**config.mk**
```make
export PLATFORM = sky130hd
export DESIGN_NAME = mem_access_stall_ctrl_flat
export DESIGN_NICKNAME = d
export VERILOG_FILES = /design/src/rtl/mem_access_stall_ctrl_if.sv /design/src/rtl/mem_access_stall_ctrl.sv /design/src/flat_wrapper.sv
export SDC_FILE = /design/constraint.sdc
export NUM_CORES = 1
export LEC_CHECK = 0
export ABC_AREA = 1
export BUFFER_PORTS_ARGS = -buffer_cell sky130_fd_sc_hd__buf_2
export CORE_MARGIN = 3
export CORE_UTILIZATION = 35
export DETAILED_ROUTE_END_ITERATION = 16
export PLACE_DENSITY = 0.74
export SLEW_MARGIN = 25
export SYNTH_ARGS = -nofsm -noshare
export SYNTH_HDL_FRONTEND = slang
export SYNTH_SLANG_ARGS = --single-unit
export TNS_END_PERCENT = 20
```
**constraint.sdc**
```tcl
create_clock -name clk -period 4.05 [get_ports clk]
set_clock_uncertainty 0.1 [all_clocks]
set_input_delay 0.81 -clock clk [delete_from_list [all_inputs] [get_ports clk]]
set_output_delay 0.81 -clock clk [all_outputs]
set_load 0.01 [all_outputs]
```
**src/rtl/mem_access_stall_ctrl_if.sv**
```systemverilog
`default_nettype none
// ============================================================================
// Module      : mem_access_stall_ctrl_if
// Description : MEM-stage request/response and stall-control bundle for
//               mem_access_stall_ctrl. Signal suffixes are relative to the
//               controller.
// Revision    : 1.0 - initial release
// ============================================================================
interface mem_access_stall_ctrl_if #(
    parameter int ACC_W = 2
);
    logic             mem_read_i;
    logic             mem_write_i;
    logic             mem_resp_i;
    logic             ifetch_resp_i;
    logic [ACC_W-1:0] req_accesses_i;
    logic             req_last_write_i;
    logic             flush_i;
    logic             stall_pipeline_o;
    logic [ACC_W-1:0] access_idx_o;
    logic             last_write_o;
    logic             multi_access_o;
    logic [31:0]      stall_cycles_o;

    modport master (
        output mem_read_i, mem_write_i, mem_resp_i, ifetch_resp_i,
               req_accesses_i, req_last_write_i, flush_i,
        input  stall_pipeline_o, access_idx_o, last_write_o,
               multi_access_o, stall_cycles_o
    );

    modport slave (
        input  mem_read_i, mem_write_i, mem_resp_i, ifetch_resp_i,
               req_accesses_i, req_last_write_i, flush_i,
        output stall_pipeline_o, access_idx_o, last_write_o,
               multi_access_o, stall_cycles_o
    );
endinterface
`default_nettype wire

```
**src/rtl/mem_access_stall_ctrl.sv**
```systemverilog
`default_nettype none
// ============================================================================
// Module      : mem_access_stall_ctrl
// Description : Pipeline stall controller for N-access memory instructions.
//               Optional macro STALL_PERF_EN enables the stall cycle counter.
// Revision    : 1.0 - initial release
// ============================================================================
module mem_access_stall_ctrl #(
    parameter int MAX_ACCESSES = 2,
    parameter int ACC_W        = $clog2(MAX_ACCESSES + 1)
) (
    input  logic                   clk,
    input  logic                   rst_n,
    mem_access_stall_ctrl_if.slave bus
);

    typedef enum logic [1:0] {
        S_IDLE    = 2'd0,
        S_MULTI   = 2'd1,
        S_WAIT_IF = 2'd2
    } state_t;

    localparam logic [ACC_W-1:0] MAX_N = ACC_W'(MAX_ACCESSES);
    localparam logic [ACC_W-1:0] ONE   = ACC_W'(1);

    state_t           state_q, state_d;
    logic [ACC_W-1:0] idx_q, idx_d;
    logic [ACC_W-1:0] n_lat_q, n_lat_d;
    logic             wlast_q, wlast_d;
    logic             if_done_q, if_done_d;

    logic [ACC_W-1:0] n_eff;
    logic [ACC_W-1:0] last_idx;
    logic             mem_op;
    logic             stall_w;
    logic [ACC_W-1:0] acc_idx_w;
    logic             multi_w;
    logic             lw_w;

    assign mem_op   = bus.mem_read_i | bus.mem_write_i;
    assign last_idx = n_lat_q - ONE;

    always_comb begin
        n_eff = bus.req_accesses_i;
        if (bus.req_accesses_i == '0) begin
            n_eff = ONE;
        end else if (bus.req_accesses_i > MAX_N) begin
            n_eff = MAX_N;
        end
    end

    always_ff @(posedge clk or negedge rst_n) begin
        if (!rst_n) begin
            state_q   <= S_IDLE;
            idx_q     <= '0;
            n_lat_q   <= '0;
            wlast_q   <= 1'b0;
            if_done_q <= 1'b0;
        end else begin
            state_q   <= state_d;
            idx_q     <= idx_d;
            n_lat_q   <= n_lat_d;
            wlast_q   <= wlast_d;
            if_done_q <= if_done_d;
        end
    end

    always_comb begin
        state_d   = state_q;
        idx_d     = idx_q;
        n_lat_d   = n_lat_q;
        wlast_d   = wlast_q;
        if_done_d = if_done_q;
        stall_w   = 1'b0;
        acc_idx_w = '0;
        multi_w   = 1'b0;
        lw_w      = 1'b0;
        case (state_q)
            S_IDLE: begin
                if (bus.flush_i) begin
                    stall_w   = !bus.ifetch_resp_i;
                    idx_d     = '0;
                    if_done_d = 1'b0;
                end else if (mem_op && (n_eff > ONE)) begin
                    // An early fetch must survive until the final access releases.
                    stall_w   = 1'b1;
                    if_done_d = if_done_q | bus.ifetch_resp_i;
                    if (bus.mem_resp_i) begin
                        n_lat_d = n_eff;
                        wlast_d = bus.req_last_write_i;
                        idx_d   = ONE;
                        state_d = S_MULTI;
                    end
                end else if (mem_op) begin
                    stall_w   = !bus.mem_resp_i || !bus.ifetch_resp_i;
                    if_done_d = 1'b0;
                end else begin
                    stall_w   = !bus.ifetch_resp_i;
                    if_done_d = 1'b0;
                end
            end
            S_MULTI: begin
                multi_w   = 1'b1;
                acc_idx_w = idx_q;
                lw_w      = wlast_q && (idx_q == last_idx);
                stall_w   = 1'b1;
                if (bus.flush_i) begin
                    stall_w   = !bus.ifetch_resp_i;
                    state_d   = S_IDLE;
                    idx_d     = '0;
                    if_done_d = 1'b0;
                end else if (bus.mem_resp_i && (idx_q < last_idx)) begin
                    idx_d     = idx_q + ONE;
                    if_done_d = if_done_q | bus.ifetch_resp_i;
                end else if (bus.mem_resp_i) begin
                    idx_d     = '0;
                    if_done_d = 1'b0;
                    if (if_done_q || bus.ifetch_resp_i) begin
                        stall_w = 1'b0;
                        state_d = S_IDLE;
                    end else begin
                        state_d = S_WAIT_IF;
                    end
                end else begin
                    if_done_d = if_done_q | bus.ifetch_resp_i;
                end
            end
            S_WAIT_IF: begin
                stall_w   = !bus.ifetch_resp_i;
                if_done_d = 1'b0;
                if (bus.ifetch_resp_i || bus.flush_i) begin
                    state_d = S_IDLE;
                end
            end
            default: begin
                state_d   = S_IDLE;
                idx_d     = '0;
                if_done_d = 1'b0;
            end
        endcase
    end

    // Outputs are forced low while reset is asserted, including mid-sequence.
    assign bus.stall_pipeline_o = rst_n & stall_w;
    assign bus.access_idx_o     = rst_n ? acc_idx_w : '0;
    assign bus.multi_access_o   = rst_n & multi_w;
    assign bus.last_write_o     = rst_n & lw_w;

`ifdef STALL_PERF_EN
    logic [31:0] stall_cnt_q;

    always_ff @(posedge clk or negedge rst_n) begin
        if (!rst_n) begin
            stall_cnt_q <= '0;
        end else if (stall_w && (stall_cnt_q != 32'hFFFF_FFFF)) begin
            stall_cnt_q <= stall_cnt_q + 32'd1;
        end
    end

    assign bus.stall_cycles_o = stall_cnt_q;
`else
    assign bus.stall_cycles_o = 32'h0;
`endif

endmodule
`default_nettype wire

```
**src/flat_wrapper.sv**
```systemverilog
// flat-port wrapper written by rule: the top's interface ports become plain ports
module mem_access_stall_ctrl_flat 
#(
    parameter int MAX_ACCESSES = 2,
    parameter int ACC_W        = $clog2(MAX_ACCESSES + 1)
)
  (clk, rst_n, bus_mem_read_i, bus_mem_write_i, bus_mem_resp_i, bus_ifetch_resp_i, bus_req_accesses_i, bus_req_last_write_i, bus_flush_i, bus_stall_pipeline_o, bus_access_idx_o, bus_last_write_o, bus_multi_access_o, bus_stall_cycles_o);
  mem_access_stall_ctrl_if #(.ACC_W(ACC_W)) bus_i ();
  input  logic clk;
  input  logic rst_n;
  input wire logic [$bits(bus_i.mem_read_i)-1:0] bus_mem_read_i;
  input wire logic [$bits(bus_i.mem_write_i)-1:0] bus_mem_write_i;
  input wire logic [$bits(bus_i.mem_resp_i)-1:0] bus_mem_resp_i;
  input wire logic [$bits(bus_i.ifetch_resp_i)-1:0] bus_ifetch_resp_i;
  input wire logic [$bits(bus_i.req_accesses_i)-1:0] bus_req_accesses_i;
  input wire logic [$bits(bus_i.req_last_write_i)-1:0] bus_req_last_write_i;
  input wire logic [$bits(bus_i.flush_i)-1:0] bus_flush_i;
  output wire logic [$bits(bus_i.stall_pipeline_o)-1:0] bus_stall_pipeline_o;
  output wire logic [$bits(bus_i.access_idx_o)-1:0] bus_access_idx_o;
  output wire logic [$bits(bus_i.last_write_o)-1:0] bus_last_write_o;
  output wire logic [$bits(bus_i.multi_access_o)-1:0] bus_multi_access_o;
  output wire logic [$bits(bus_i.stall_cycles_o)-1:0] bus_stall_cycles_o;
  assign bus_i.mem_read_i = bus_mem_read_i;
  assign bus_i.mem_write_i = bus_mem_write_i;
  assign bus_i.mem_resp_i = bus_mem_resp_i;
  assign bus_i.ifetch_resp_i = bus_ifetch_resp_i;
  assign bus_i.req_accesses_i = bus_req_accesses_i;
  assign bus_i.req_last_write_i = bus_req_last_write_i;
  assign bus_i.flush_i = bus_flush_i;
  assign bus_stall_pipeline_o = bus_i.stall_pipeline_o;
  assign bus_access_idx_o = bus_i.access_idx_o;
  assign bus_last_write_o = bus_i.last_write_o;
  assign bus_multi_access_o = bus_i.multi_access_o;
  assign bus_stall_cycles_o = bus_i.stall_cycles_o;
  mem_access_stall_ctrl #(.MAX_ACCESSES(MAX_ACCESSES), .ACC_W(ACC_W)) u_core (.clk(clk), .rst_n(rst_n), .bus(bus_i));
endmodule
```
==> tab_implementation.tex <==
\begin{tabular}{lr}
\hline
Metric & Value \\
\hline
\multicolumn{2}{l}{\textbf{Job}} \\
\quad Max-capacitance violation count & 0 \\
\multicolumn{2}{l}{\textbf{Worst setup path}} \\
\quad Reg2Reg Setup Slack & 2.52 ns \\
\quad Start of the worst register-to-register path & u\_core.n\_lat\_q[1] \\
\quad Worst path arrival time & 1.68 ns \\
\quad Critical-path maximum fanout & 2 \\
\quad Reg2Reg Depth & 8 \\
\quad Destination of the worst register-to-register timing path & u\_core.state\_q[1] \\
\quad Kind of end point of the critical path & output port \\
\quad Type of element launching the critical path & flop \\
\quad Worst Setup Path Type & flop to output port \\
\quad Worst endpoint required time & 3.14 ns \\
\multicolumn{2}{l}{\textbf{Outcome}} \\
\quad Result of the run & finished clean \\
\multicolumn{2}{l}{\textbf{Timing}} \\
\quad Setup repair after global routing missed its margin & false \\
\quad Min cycle time layout & 2.586 ns \\
\quad Number of setup violations in the final report & 0 \\
\quad Final-report max-slew violation count & 0 \\
\quad Final Hold Fails & 0 \\
\quad Final period utilization & 0.6385 \\
\quad Total Neg Setup Slack & 0 ns \\
\quad Highest attainable clock frequency & 0.3867 GHz \\
\quad Minimum hold slack & 0.2863 ns \\
\multicolumn{2}{l}{\textbf{Clocking}} \\
\quad TritonCTS sink count & 8 \\
\quad Number of buffers inserted during clock tree synthesis & 3 \\
\quad Hold-fix buffers at CTS & 0 \\
\quad Setup repair bufs after CTS & 0 \\
\quad Bufs on Longest Clock Path & 2 \\
\quad \# resized after CTS & 0 \\
\quad TritonCTS clock tree & done \\
\quad Cell at the root of the clock tree & clkbuf\_4 \\
\quad Level count of the clock H-tree & 1 \\
\quad Clock latency on the worst-skew pair & 0.26 ns \\
\quad Clock transition at the register clock pins on the worst setup and hold paths after CTS & 0.06 ns \\
\multicolumn{2}{l}{\textbf{GRT}} \\
\quad Global-route usage over all layers & 0.1080 \\
\quad Wire length of the first global-routing pass & 2214 µm \\
\quad Pin count of the biggest net entering global routing & 11 \\
\quad Number of antenna violations at the first check in global routing & 0 \\
\quad Remaining global-route overflow & 0 \\
\quad Number of global-route vias before repair & between 500 and 600 \\
\multicolumn{2}{l}{\textbf{Detailed routing}} \\
\quad Routed vias & 659 \\
\quad Overall routed net length & about 1400 µm \\
\quad Residual DRC count & 0 \\
\quad Routed via count divided by cell count & 3.994 \\
\quad Avg WL per Cell & 8.564 µm \\
\quad TritonRoute pass-1 iters & 4 \\
\quad Number of routed nets with antenna violations & 0 \\
\quad Number of DRC violations after detailed-routing iteration 0 & 8 \\
\multicolumn{2}{l}{\textbf{Cells and area}} \\
\quad Most common library cell in the layout ignoring fill and taps & nand2\_1 \\
\quad Fin util & 0.3912 \\
\quad Proportion of layout cells with a drive suffix above 1 & 0.1594 \\
\quad Post-route insts no fill & approximately 170 \\
\quad Most used cells in the layout excluding fill and tap cells & nand2\_1, conb\_1, inv\_1 \\
\quad Antenna fix cells & 0 \\
\quad Area growth syn-to-layout & -0.3064\% \\
\quad Layout Nets & 152 \\
\multicolumn{2}{l}{\textbf{Floorplanning}} \\
\quad Count of boundary I/O pins & 47 \\
\quad Vertical extent of the die & approximately 54 µm \\
\quad Die footprint & slightly below 0.003 mm² \\
\quad Row cnt & 16 \\
\quad Horiz. Die Dim & 54.32 µm \\
\quad Total core area & 0.002082 mm² \\
\quad Effective utilization at floorplan & 0.3924 \\
\multicolumn{2}{l}{\textbf{Yosys}} \\
\quad Average instance area after synthesis & 6.643 µm² \\
\quad Top cell type by total area after synthesis & buf\_4 \\
\quad Number of different library cells in the post-synthesis netlist & 20 \\
\quad Main area contributors after synthesis & buf\_4, dfrtp\_1, nand2\_1 \\
\quad Area share of the largest cell type after synthesis & 0.2940 \\
\quad Synthesized flop and latch total & 8 \\
\quad Synthesized instance count & 123 \\
\quad Number of warnings reported in the yosys synthesis log & 0 \\
\quad Syn Std Cell Area & 817.0 µm² \\
\quad Sequential fraction of the synthesis area & 0.2450 \\
\multicolumn{2}{l}{\textbf{Pwr}} \\
\quad Leakage & 0.5121 nW \\
\quad Power share of the sequential group & 0.411 \\
\quad Share of power burned in combinational logic & 0.300 \\
\quad PD cells & around 270 mW/mm² \\
\quad Total chip power & 0.2229 mW \\
\quad Switching power total & roughly 0.082 mW \\
\quad Int Pwr & 0.1409 mW \\
\quad Worst IR drop on VDD & 0.2250 mV \\
\quad Clock network power share & 0.289 \\
\quad Switching power share of the total & 0.3679 \\
\multicolumn{2}{l}{\textbf{Place}} \\
\quad Placed wire-length estimate after detailed placement & 1215 µm \\
\quad \# placed instances & 162 \\
\quad Final weighted congestion of routability-driven global placement & 0.8586 \\
\quad I/O Buffers & 13 \\
\multicolumn{2}{l}{\textbf{Hold path}} \\
\quad Worst hold-check path type & primary input to asynchronous set/reset pin \\
\hline
\end{tabular}
worst max-delay path by stage:
stage	start	end	slack [ns]	cells after the start
finish	u_core.n_lat_q[1]	bus_stall_pipeline_o	1.46	10
global route	u_core.n_lat_q[1]	bus_stall_pipeline_o	1.29	10
CTS	u_core.n_lat_q[1]	bus_stall_pipeline_o	1.44	10
detailed placement	bus_ifetch_resp_i	bus_stall_pipeline_o	1.59	9
global placement	bus_flush_i	bus_stall_pipeline_o	1.60	10
floorplan	bus_ifetch_resp_i	bus_stall_pipeline_o	1.87	7
metal layers:
| metal | vias up | wire length, µm | part of all wire | track usage |
|---|---|---|---|---|
| li1 | 334 | - | - | - |
| met1 | 288 | 585 | 0.41 | 0.1230 |
| met2 | 33 | 653 | 0.46 | 0.1673 |
| met3 | 4 | 146 | 0.10 | 0.03815 |
| met4 | 0 | 27 | 0.019 | 0.07469 |
| met5 | - | 0 | 0 | 0 |
cell usage after synthesis, drive strengths merged:
cell,n
nand2,35
buf,32
inv,18
nor2,12
dfrtp,8
nand3,5
ha,2
o21ai,2
o21bai,2
a21oi,1
and3,1
conb,1
nand3b,1
or2,1
xnor2,1
xor2,1
metrics by stage:
stage	area [µm²]	setup WS, ns
4_1_cts	814.5	1.443
5_1_grt	814.5	1.294
3_5_place_dp	792.0	1.593
2_1_floorplan	933.4	1.871
6_report	814.5	1.464
3_3_place_gp	792.0	1.601
final cells by class:
class | instances | area, µm²
repair buffers | 13 | 65.06
fillers | 252 | 1267
inverters | 18 | 67.56
well taps | 27 | 33.78
multi-input cells | 96 | 425.4
clock buffers | 3 | 22.52
flip-flops and latches | 8 | 200.2
registers in the layout (all words and copies together) (netlist names):
name	flops
u_core.idx_q	2
u_core.if_done_q	1
u_core.n_lat_q	2
u_core.state_q	2
u_core.wlast_q	1
cell families (layout without fill, tap and decap cells):
kind of cell / Yosys count / count (layout) / share of synthesized area
compound gates: 5 / 5 / 0.04133
xor+xnor: 2 / 2 / 0.02144
fa+ha+maj: 2 / 2 / 0.03062
buf+inv: 50 / 34 / 0.3767
flops: 8 / 8 / 0.2450
other cells: 1 / 32 / 0.004590
simple gates: 55 / 55 / 0.2803
critical path, cell delays in order, from the launching register on:
cell and delay, ns:
dfrtp_1 0.39, xor2_1 0.17, ha_1 0.31, nand2_1 0.09
nand2_1 0.07, nand2_1 0.07, nand2_1 0.06, nand3_1 0.06
nand2_1 0.05, inv_1 0.04, buf_2 0.11
power by group through the flow:
stage | sequential (mW) | clock, mW | combinational, mW
6_report | 0.0916 | 0.0643 | 0.0669
4_1_cts | 0.0914 | 0.0659 | 0.0670
3_5_place_dp | 0.0928 | 0 | 0.0666
5_1_grt | 0.0922 | 0.0717 | 0.0793
3_3_place_gp | 0.0922 | 0 | 0.0648
2_1_floorplan | 0.0913 | 0 | 0.0734
No activity file was read; power rests on OpenSTA's default activity.
